File: config.mk
export PLATFORM = sky130hd
export DESIGN_NAME = tt_alu_iter
export DESIGN_NICKNAME = d
export VERILOG_FILES = /design/src/rtl/tt_alu_pkg.sv /design/src/rtl/tt_alu_iter_muldiv.sv /design/src/rtl/tt_alu_iter.sv
export SDC_FILE = /design/constraint.sdc
export NUM_CORES = 1
export LEC_CHECK = 0
export CAP_MARGIN = 10
export CORE_ASPECT_RATIO = 1.4
export CORE_UTILIZATION = 50
export CTS_CLUSTER_SIZE = 40
export DETAILED_ROUTE_END_ITERATION = 8
export HOLD_SLACK_MARGIN = 0.15
export PLACE_DENSITY = 0.73
export SLEW_MARGIN = 30
export SYNTH_ARGS = -nofsm -noshare
export SYNTH_HDL_FRONTEND = slang
export SYNTH_SLANG_ARGS = --single-unit
export TNS_END_PERCENT = 5
File: constraint.sdc
create_clock -name clk -period 2.74 [get_ports clk]
set_input_delay 0.548 -clock clk [delete_from_list [all_inputs] [get_ports clk]]
set_output_delay 0.548 -clock clk [all_outputs]
set_load 0.05 [all_outputs]
File: src/rtl/tt_alu_pkg.sv
// tt_alu_pkg: opcode and FSM state encodings plus the default ENC key.
package tt_alu_pkg;
    typedef enum logic [3:0] {
        OP_ADD = 4'd0,
        OP_SUB = 4'd1,
        OP_MUL = 4'd2,
        OP_DIV = 4'd3,
        OP_AND = 4'd4,
        OP_OR  = 4'd5,
        OP_XOR = 4'd6,
        OP_NOT = 4'd7,
        OP_ENC = 4'd8
    } op_e;
    typedef enum logic [1:0] {
        ST_IDLE = 2'd0,
        ST_RUN  = 2'd1,
        ST_DONE = 2'd2
    } state_e;
    localparam logic [15:0] DEFAULT_KEY = 16'hABAB;
endpackage

File: src/rtl/tt_alu_iter_muldiv.sv
// tt_alu_iter_muldiv: shared shift-add multiplier / restoring divider, one bit per cycle.
module tt_alu_iter_muldiv #(
    parameter int WIDTH = 8
) (
    input  logic               clk,
    input  logic               rst,
    input  logic               i_start,
    input  logic               i_div,
    input  logic [WIDTH-1:0]   i_a,
    input  logic [WIDTH-1:0]   i_b,
    output logic               o_done,
    output logic [2*WIDTH-1:0] o_result
);
    localparam int CW = $clog2(WIDTH + 1);
    logic [2*WIDTH-1:0] r_acc;
    logic [WIDTH-1:0]   r_b;
    logic [CW-1:0]      r_cnt;
    logic               r_busy;
    logic               r_div;
    logic [WIDTH:0]     w_sum;
    logic [WIDTH:0]     w_rs;
    logic [WIDTH-1:0]   w_df;
    logic               w_ge;
    logic [2*WIDTH-1:0] w_next;
    // acc = {hi, multiplier} for MUL, {remainder, dividend/quotient} for DIV
    always_comb begin
        w_sum    = {1'b0, r_acc[2*WIDTH-1:WIDTH]} + {1'b0, {WIDTH{r_acc[0]}} & r_b};
        w_rs     = {r_acc[2*WIDTH-1:WIDTH], r_acc[WIDTH-1]};
        w_ge     = w_rs >= {1'b0, r_b};
        w_df     = w_rs[WIDTH-1:0] - r_b;
        w_next   = r_div ? {w_ge ? w_df : w_rs[WIDTH-1:0], r_acc[WIDTH-2:0], w_ge}
                         : {w_sum, r_acc[WIDTH-1:1]};
        o_done   = r_busy && (r_cnt == CW'(WIDTH - 1));
        o_result = r_div ? {w_next[WIDTH-1:0], w_next[2*WIDTH-1:WIDTH]} : w_next;
    end
    always_ff @(posedge clk or posedge rst) begin
        if (rst) begin
            r_acc  <= '0;
            r_b    <= '0;
            r_cnt  <= '0;
            r_busy <= 1'b0;
            r_div  <= 1'b0;
        end else if (i_start) begin
            r_acc  <= {{WIDTH{1'b0}}, i_a};
            r_b    <= i_b;
            r_div  <= i_div;
            r_cnt  <= '0;
            r_busy <= 1'b1;
        end else if (r_busy) begin
            r_acc  <= w_next;
            r_cnt  <= r_cnt + CW'(1);
            r_busy <= !o_done;
        end
    end
endmodule

File: src/rtl/tt_alu_iter.sv
// tt_alu_iter: handshaked ALU with single-cycle logic ops and iterative MUL/DIV.
module tt_alu_iter
    import tt_alu_pkg::*;
#(
    parameter int                 WIDTH = 8,
    parameter logic [2*WIDTH-1:0] KEY   = (2*WIDTH)'(DEFAULT_KEY)
) (
    input  logic               clk,
    input  logic               rst,
    input  logic               i_in_valid,
    output logic               o_in_ready,
    input  logic [3:0]         i_op,
    input  logic [WIDTH-1:0]   i_a,
    input  logic [WIDTH-1:0]   i_b,
    output logic               o_out_valid,
    input  logic               i_out_ready,
    output logic [2*WIDTH-1:0] o_result,
    output logic               o_carry,
    output logic               o_overflow,
    output logic               o_div_by_zero,
    output logic               o_illegal_op,
    output logic               o_zero
);
    state_e             r_state;
    logic               r_in_ready;
    logic               r_out_valid;
    logic [2*WIDTH-1:0] r_result;
    logic               r_carry, r_overflow, r_dbz, r_illegal, r_zero, r_is_mul;
    logic [WIDTH:0]     w_sum;
    logic [WIDTH-1:0]   w_dif;
    logic [2*WIDTH-1:0] w_res;
    logic               w_c, w_ov, w_dz, w_il;
    logic               w_accept, w_iter, w_md_done;
    logic [2*WIDTH-1:0] w_md_res;
    always_comb begin
        w_accept = i_in_valid && r_in_ready;
        w_iter   = (i_op == OP_MUL) || (i_op == OP_DIV && |i_b);
        w_sum    = {1'b0, i_a} + {1'b0, i_b};
        w_dif    = i_a - i_b;
        w_res    = '0;
        w_c      = 1'b0;
        w_ov     = 1'b0;
        w_dz     = 1'b0;
        w_il     = 1'b0;
        case (i_op)
            OP_ADD: begin
                w_res = {{WIDTH{1'b0}}, w_sum[WIDTH-1:0]};
                w_c   = w_sum[WIDTH];
                w_ov  = (i_a[WIDTH-1] == i_b[WIDTH-1]) && (w_sum[WIDTH-1] != i_a[WIDTH-1]);
            end
            OP_SUB: begin
                w_res = {{WIDTH{1'b0}}, w_dif};
                w_c   = i_a < i_b;
                w_ov  = (i_a[WIDTH-1] != i_b[WIDTH-1]) && (w_dif[WIDTH-1] != i_a[WIDTH-1]);
            end
            OP_MUL: ;
            OP_DIV: begin
                w_res = {{WIDTH{1'b1}}, i_a};
                w_dz  = 1'b1;
            end
            OP_AND:  w_res = {{WIDTH{1'b0}}, i_a & i_b};
            OP_OR:   w_res = {{WIDTH{1'b0}}, i_a | i_b};
            OP_XOR:  w_res = {{WIDTH{1'b0}}, i_a ^ i_b};
            OP_NOT:  w_res = {{WIDTH{1'b0}}, ~i_a};
            OP_ENC:  w_res = {i_a, i_b} ^ KEY;
            default: w_il  = 1'b1;
        endcase
    end
    tt_alu_iter_muldiv #(.WIDTH(WIDTH)) u_muldiv (
        .clk      (clk),
        .rst      (rst),
        .i_start  (w_accept && w_iter),
        .i_div    (i_op == OP_DIV),
        .i_a      (i_a),
        .i_b      (i_b),
        .o_done   (w_md_done),
        .o_result (w_md_res)
    );
    // in_ready is a register so it reads 0 throughout reset despite the IDLE reset state
    always_ff @(posedge clk or posedge rst) begin
        if (rst) begin
            r_state     <= ST_IDLE;
            r_in_ready  <= 1'b0;
            r_out_valid <= 1'b0;
            r_result    <= '0;
            r_carry     <= 1'b0;
            r_overflow  <= 1'b0;
            r_dbz       <= 1'b0;
            r_illegal   <= 1'b0;
            r_zero      <= 1'b0;
            r_is_mul    <= 1'b0;
        end else begin
            case (r_state)
                ST_IDLE: begin
                    r_in_ready <= 1'b1;
                    if (w_accept) begin
                        r_in_ready <= 1'b0;
                        r_is_mul   <= i_op == OP_MUL;
                        if (w_iter) begin
                            r_state <= ST_RUN;
                        end else begin
                            r_state     <= ST_DONE;
                            r_out_valid <= 1'b1;
                            r_result    <= w_res;
                            r_carry     <= w_c;
                            r_overflow  <= w_ov;
                            r_dbz       <= w_dz;
                            r_illegal   <= w_il;
                            r_zero      <= w_res == '0;
                        end
                    end
                end
                ST_RUN: begin
                    if (w_md_done) begin
                        r_state     <= ST_DONE;
                        r_out_valid <= 1'b1;
                        r_result    <= w_md_res;
                        r_carry     <= 1'b0;
                        r_overflow  <= r_is_mul && |w_md_res[2*WIDTH-1:WIDTH];
                        r_dbz       <= 1'b0;
                        r_illegal   <= 1'b0;
                        r_zero      <= w_md_res == '0;
                    end
                end
                default: begin
                    if (i_out_ready) begin
                        r_state     <= ST_IDLE;
                        r_out_valid <= 1'b0;
                        r_in_ready  <= 1'b1;
                    end
                end
            endcase
        end
    end
    assign o_in_ready    = r_in_ready;
    assign o_out_valid   = r_out_valid;
    assign o_result      = r_result;
    assign o_carry       = r_carry;
    assign o_overflow    = r_overflow;
    assign o_div_by_zero = r_dbz;
    assign o_illegal_op  = r_illegal;
    assign o_zero        = r_zero;
endmodule
* Word-level counts from Yosys, hierarchy flattened *
Cells that the tools add are included.

word-level totals
  bits of input ports = 24
  logic and storage cells = 120
  output and inout port bits = 23
  register bits = 56

operators by class
  eq/ne operators = 17
  $add $sub $neg = 5
  muxes and demuxes = 49
  $lt $le $gt $ge = 2
  reductions and logical operators = 25
  bitwise operators = 7

operator list
  operator                                                               number
  16-bit one-hot mux with 8 select lines                                 1
  16-bit two-way mux                                                     7
  16-bit logical NOT                                                     2
  16-bit one-hot mux with 2 select lines                                 1
  1-bit two-way mux                                                      23
  4-bit by 3-bit equality test with 1-bit output, second input constant  5
  8-bit by 8-bit adder with 9-bit output                                 2
  1-bit one-hot mux with 2 select lines                                  9
  8-bit bitwise AND                                                      2
  8-bit OR reduction                                                     2
  8-bit subtractor                                                       2
  10-bit NOT                                                             1
  9-bit by 8-bit >= comparator with 1-bit output                         1
  9-bit OR reduction                                                     1
  4-bit by 2-bit equality test with 1-bit output, second input constant  2
  8-bit < comparator                                                     1
  2-bit two-way mux                                                      4
  4-bit two-way mux                                                      2
  8-bit two-way mux                                                      1
  8-bit NOT                                                              1
  8-bit OR                                                               1
  4-bit AND reduction                                                    2
  8-bit XOR                                                              1
  1-bit logical AND                                                      7
  18 further kinds                                                       24

* Longest topological paths before layout *
  word-level depth = 8
  depth in mapped cells = 12
  mapped depth without buffers = 12

* Modules after synthesis *
From an unflattened synthesis, not the netlist that was laid out.

second synthesis, totals
  cell total of the unflattened synthesis = 653
  area, all modules = 5200.0 um^2

by module, submodules not included
  module              cells an instance  sequential area each (um^2)  instances  area an instance (um^2)
  tt_alu_iter         363                650.6                        1          2900.3
  tt_alu_iter_muldiv  290                750.7                        1          2299.7

* Worst setup path after synthesis *
No wires, ideal clock.

  path type = flip-flop to flip-flop
  start = register u_muldiv.r_acc[0]
  end = register r_overflow (netlist: o_overflow)
  arrival = 2.538 ns
  path buffers = 0
  data required time = 2.610 ns
  path slack = 0.072 ns
  period minus slack after synthesis = 2.668 ns
  library setup time = 0.130 ns
  stages on the path, launching flop included = 12
  cell sequence = dfrtp_1 > and2_1 > ha_1 > inv_1 > fa_1 > xor2_1 > o21ai_0 > a2111oi_4 > nand3_2 > a2111oi_4 > a2bb2oi_2 > o21ai_1

on the way
  cells in the longest elaborated chain, start to end = 8

ends and longest elaborated chain
  what                                     line                      source
  start, declared                          tt_alu_iter_muldiv.sv:15  logic [2*WIDTH-1:0] r_acc;
  start signal, assigned                   tt_alu_iter_muldiv.sv:44  r_acc <= {{WIDTH{1'b0}}, i_a};
  start signal, assigned                   tt_alu_iter_muldiv.sv:50  r_acc <= w_next;
  8-bit bitwise AND                        tt_alu_iter_muldiv.sv:27  w_sum = {1'b0, r_acc[2*WIDTH-1:WIDTH]} + {1'b0, {WIDTH{r_acc[0]}} & r_b};
  8-bit by 8-bit adder with 9-bit output   tt_alu_iter_muldiv.sv:27
  16-bit two-way mux *                     tt_alu_iter_muldiv.sv:31  w_next = r_div ? {w_ge ? w_df : w_rs[WIDTH-1:0], r_acc[WIDTH-2:0], w_ge}
  16-bit two-way mux *                     tt_alu_iter_muldiv.sv:34  o_result = r_div ? {w_next[WIDTH-1:0], w_next[2*WIDTH-1:WIDTH]} : w_next;
  8-bit OR reduction *                     tt_alu_iter.sv:119        r_overflow <= r_is_mul && |w_md_res[2*WIDTH-1:WIDTH];
  1-bit logical AND *                      tt_alu_iter.sv:119
  1-bit two-way mux *                      tt_alu_iter.sv:114        if (w_md_done) begin
  1-bit one-hot mux with 2 select lines *  tt_alu_iter.sv:93         case (r_state)
  end signal, assigned                     tt_alu_iter.sv:106        r_overflow <= w_ov;
  end signal, assigned                     tt_alu_iter.sv:119
  end, declared                            tt_alu_iter.sv:28         logic r_carry, r_overflow, r_dbz, r_illegal, r_zero, r_is_mul;

Mark *: on every way between the ends. The rest lies on a longest branch, timed or not. The select of a mux whose other input is x is not followed.
A chain may end at the register's enable or synchronous reset.

* Worst setup path in the final report *
  start = register u_muldiv.r_acc[0]
  end = register r_zero (netlist: o_zero)

on the way
  cells in the longest elaborated chain, start to end = 7

ends and longest elaborated chain
  what                                     line                      source
  8-bit bitwise AND                        tt_alu_iter_muldiv.sv:27
  8-bit by 8-bit adder with 9-bit output   tt_alu_iter_muldiv.sv:27
  16-bit two-way mux *                     tt_alu_iter_muldiv.sv:31
  16-bit two-way mux *                     tt_alu_iter_muldiv.sv:34
  16-bit logical NOT *                     tt_alu_iter.sv:122        r_zero <= w_md_res == '0;
  1-bit two-way mux *                      tt_alu_iter.sv:114
  1-bit one-hot mux with 2 select lines *  tt_alu_iter.sv:93
  end signal, assigned                     tt_alu_iter.sv:90         r_zero <= 1'b0;
  end signal, assigned                     tt_alu_iter.sv:109        r_zero <= w_res == '0;
  end signal, assigned                     tt_alu_iter.sv:122
  end, declared                            tt_alu_iter.sv:28

Marks and branches as above.

==> results <==
- The run finished, with violations left.
- The final reports fail on negative setup slack.
- The fraction of the mapped netlist area in adder cells is 0.114.
- The full die area is 0.0111 mm².
- Of the total synthesized cell area, the portion taken by AND, OR, NAND and NOR gates is 0.204.
- The first global-routing pass estimated 30200 µm of wire.
- The data required time at the worst endpoint is 2.98 ns.
- The region available for standard cell placement spans 0.0103 mm².
- The library cell with the highest instance count after synthesis is sky130_fd_sc_hd__nand2_1.
- The dominant register cell in the synthesized netlist is sky130_fd_sc_hd__dfrtp_1.
- For this run, the top clock speed supported by timing is 0.353 GHz.
- After detailed routing, the number of vias per cell comes to 6.14.
- For this run, design rule violations remaining after detail routing come to 0.
- The post-placement cell count is 943.
- At the placement stage, the worst setup path has a slack of -0.668 ns.
- Synthesis handed over a netlist of 660 instances.
- In the post-synthesis netlist, the biggest area contributors are sky130_fd_sc_hd__dfrtp_1 (26%), sky130_fd_sc_hd__ha_1 (9.9%), sky130_fd_sc_hd__o21ai_0 (6.4%).
- The critical path arrival is 3.07 ns.
- For met3 alone, demand over resource in global routing was 0.0623.
- Measured against its own limit, the worst slew margin works out to 0.529.
- For this run, global-route usage on met2 was measured as 0.648.
- The number of antenna violations at the first check in global routing was 0.
- The fraction of layout cells with a size suffix above 1 is 0.280.
- The number of nets in the synthesized netlist is 730.
- Routability-driven placement finished with a final weighted congestion of 0.967.
- The I/O pin count is 47.
- The critical path is of the reg2reg type.
- During synthesis, Yosys emitted a total of 0 warnings.
- 0 antenna diodes ended up in the layout.
- Traced cell by cell, the critical path runs through buf_4, and2_4, ha_4, nor2b_1, o31a_1, buf_6, o211ai_1, a22o_1, nand3_2, a2111oi_4, nand4_1, nand2_1.
- The shortest clock period the worst path allows after layout is 2.83 ns.
- The die is 124 µm tall.
- The initial core utilization is 0.515.
- The TritonCTS clock tree is yes.
- The total of flip-flops plus latches after synthesis is 56.
- The total of fill cells in the finished design is 855.
- The via count of the first global-routing pass is 5886.
- The largest voltage drop on the vdd net is 440 µV.
- The minimum setup slack in the final design is -0.0889 ns.
- The total number of nets in the final design is 887.
- For this run, the number of standard cells in the final layout without fillers is 956.
- The global-route congestion overflow total is 0.
- The area of the multi-input gates is 0.00387 mm².
- The clock latency reported for the late side of the worst-skew pair is 0.30 ns.
- Buffers placed on the I/O ports in this run total 46.
- Yosys mapped a number of flops with a built-in enable equal to 0.
- After detailed routing, the total wire length is 19100 µm.
- The vias after detailed routing is 5867.
- The proportion of synthesized flip-flops having asynchronous set or reset is 1.00.
- The tool flagged a number of max-cap violations equal to 0.
- The maximum fanout along the worst path is 4.
- The remaining antenna violation count after routing is 0.
- In this run the power density over the cells is 1060 mW/mm².
- At the pin with the least slew margin, the transition time is 0.698 ns.
- The H-tree was split into 2 levels.
- The hold-fix buffer count after cts is 0.
- After detailed routing, the average wire length per cell comes to 20.0 µm.
- The post-synthesis cell type with the largest combined area is sky130_fd_sc_hd__dfrtp_1.
- The area fraction in compound gates after synthesis is 0.306.
- The die width is 89.2 µm.
- In this run the cell area of the synthesized design comes to 0.00533 mm².
- The biggest cell delay along the critical path is 0.44 ns.
- The setup-violating endpoint count in the final report is 3.
- On the critical path, the stage with the largest delay is an instance of sky130_fd_sc_hd__a2111oi_4.
- Clock tree synthesis inserted a total of 5 buffers.
- The leakage power summed over all cells is 3.22 nW.
- CTS saw 56 sinks.
- In the final layout, flip-flops and latches occupy 0.00140 mm².
- In this run the clock root is driven by a sky130_fd_sc_hd__clkbuf_16.
- In this run, distinct cell masters in the synthesized netlist total 81.
- The floorplan has 44 rows.
- After clock tree synthesis, the clock-pin slew on the worst setup and hold paths is 0.07 ns.
- The number of search-and-repair iterations in the first detailed-routing pass is 5.
- The commonest cells after synthesis are sky130_fd_sc_hd__nand2_1 (80), sky130_fd_sc_hd__o21ai_0 (68), sky130_fd_sc_hd__dfrtp_1 (56).
- In this run the deepest clock path goes through 2 buffers.
- For this run, global-route usage on met1 was measured as 0.383.
- Of the synthesized area, sequential elements account for 0.263.
- For this run, the total global-route usage over all layers was measured as 0.368.
- The number of slew-limit violations in the final report was 0.
- The post-synthesis xor/xnor area fraction is 0.0312.
- By area, the combinational part of the netlist is dominated by compound AO/OA/AOI/OAI gates.
- The part of the cycle the worst path needs is 1.03.
- Once detailed placement completed, the half-perimeter wirelength came to 15000 µm.
- Entering global routing, the biggest net connects 39 pins.
- The final number of hold-violating endpoints was 0.
- For the final database, setup skew stands at 0.00563 ns.
- Of the post-synthesis cell area, the dominant cell type holds 0.263.
- The critical path endpoint category is a register.
- The setup slack of the most critical reg-to-reg path is -0.09 ns.
- The highest-utilization routing layer at the global route stage is met2.
- The average footprint of a synthesized cell is 8.07 µm².
- Of the post-synthesis cell area, the part taken by muxes is 0.0211.
- The tightest min-delay check is of the reg2reg type.
- The number of design-rule violations left by the first detailed-router iteration is 450.
- The kind of start point of the critical path is a register.
- Setup repair after global routing could not meet its margin everywhere.
- Compared with the post-synthesis result, the final layout area differs by 37.5%.
-- state kept, by name, summed over array words and instances, names as in the netlist, 2 cells and up --
name / cells
u_muldiv.r_cnt: 4
o_result: 16
u_muldiv.r_b: 8
u_muldiv.r_acc: 16
r_state: 2
-- layout make-up --
| class | instances | area share |
|---|---|---|
| Multi-Input combinational cell | 525 | 0.528 |
| Timing Repair Buffer | 187 | 0.215 |
| Sequential cell | 56 | 0.191 |
| Tap cell | 138 | 0.0236 |
| Inverter | 42 | 0.0215 |
| Clock buffer | 5 | 0.0171 |
| Clock inverter | 3 | 0.00308 |
-- critical path, delay by kind of cell, from the launching register on --
family | cells | cell delay (ns)
flops | 1 | 0.37
compound gates | 4 | 1.16
buf+inv | 2 | 0.31
fa+ha+maj | 1 | 0.23
simple gates | 5 | 0.70
-- placed cells by master (no fill, tap or decap), types with 6 or more instances in the layout --
cell type,instances
sky130_fd_sc_hd__inv_1,33
sky130_fd_sc_hd__o21a_1,7
sky130_fd_sc_hd__a31oi_1,8
sky130_fd_sc_hd__mux2i_1,8
sky130_fd_sc_hd__xnor2_1,8
sky130_fd_sc_hd__o211ai_1,8
sky130_fd_sc_hd__a21oi_1,28
sky130_fd_sc_hd__clkdlybuf4s50_1,38
sky130_fd_sc_hd__xor2_1,11
sky130_fd_sc_hd__ha_1,33
sky130_fd_sc_hd__buf_4,133
sky130_fd_sc_hd__nor2_1,34
sky130_fd_sc_hd__dfrtp_1,56
sky130_fd_sc_hd__o221ai_1,7
sky130_fd_sc_hd__dlygate4sd2_1,8
sky130_fd_sc_hd__nor2b_1,16
sky130_fd_sc_hd__nand2_1,79
sky130_fd_sc_hd__ha_4,6
sky130_fd_sc_hd__o21ai_0,64
sky130_fd_sc_hd__a21o_1,6
sky130_fd_sc_hd__o22ai_1,12
sky130_fd_sc_hd__nor3_1,11
sky130_fd_sc_hd__inv_2,9
sky130_fd_sc_hd__and2_1,8
sky130_fd_sc_hd__nand2b_1,12
sky130_fd_sc_hd__nand3_1,11
sky130_fd_sc_hd__o21ai_1,10
-- per-layer routing --
metal  share of wire  up-vias
met1            0.35     2773
met2            0.51      259
li1                -     2724
met4           0.085        0
met3           0.048      111
met5               0        -
-- cell families (layout without fill, tap and decap cells) --
family	count (synthesis)	count (layout)
multiplexers	11	11
AND/OR/NAND/NOR	217	217
AO/OA/AOI/OAI	232	232
buffers and inverters	79	237
adder cells (fa/ha/maj)	46	46
flip-flops	56	56
XOR/XNOR	19	19
-- stage by stage --
| stage | power [mW] | TNS, ns | util | hold slack (ns) | instance area, µm² |
|---|---|---|---|---|---|
| after global routing | 8.34 | -0.871 | 0.708 | 0.517 | 7320 |
| after floorplan | 4.77 | 0 | - | 0.470 | 5330 |
| final | 7.78 | -0.234 | 0.708 | 0.480 | 7320 |
| after global placement | 6.38 | -4.22 | 0.663 | 0.465 | 6860 |
| after detailed placement | 6.49 | -4.69 | 0.663 | 0.466 | 6860 |
| after CTS | 7.36 | -0.118 | 0.695 | 0.486 | 7190 |
-- report_power, final --
| group | leakage [nW] | switching [mW] | total (mW) | internal [mW] |
|---|---|---|---|---|
| clock | 0.0742 | 0.312 | 0.655 | 0.343 |
| combinational | 2.46 | 3.20 | 5.61 | 2.41 |
| sequential | 0.694 | 0.334 | 1.52 | 1.18 |
-- what timing repair did --
| action | CTS | global route |
|---|---|---|
| setup endpoints to repair | 11 | 13 |
| buffers inserted | 3 | 2 |
| resized for setup | 53 | 26 |
| pin swaps | 25 | 8 |
-- final timing paths --
| check | start | to | cells past startpoint |
|---|---|---|---|
| worst max-delay path | u_muldiv.r_acc[0] | o_zero | 12 |
| worst min-delay path | o_result[14] | o_result[14] | 2 |
| worst max register to register | u_muldiv.r_acc[0] | o_zero | 12 |
| worst min register to register | o_result[14] | o_result[14] | 2 |
| max in group asynchronous | rst | u_muldiv.r_acc[8] | 3 |
| min in group asynchronous | rst | u_muldiv.r_b[5] | 2 |
(Power assumes the default switching activity.)
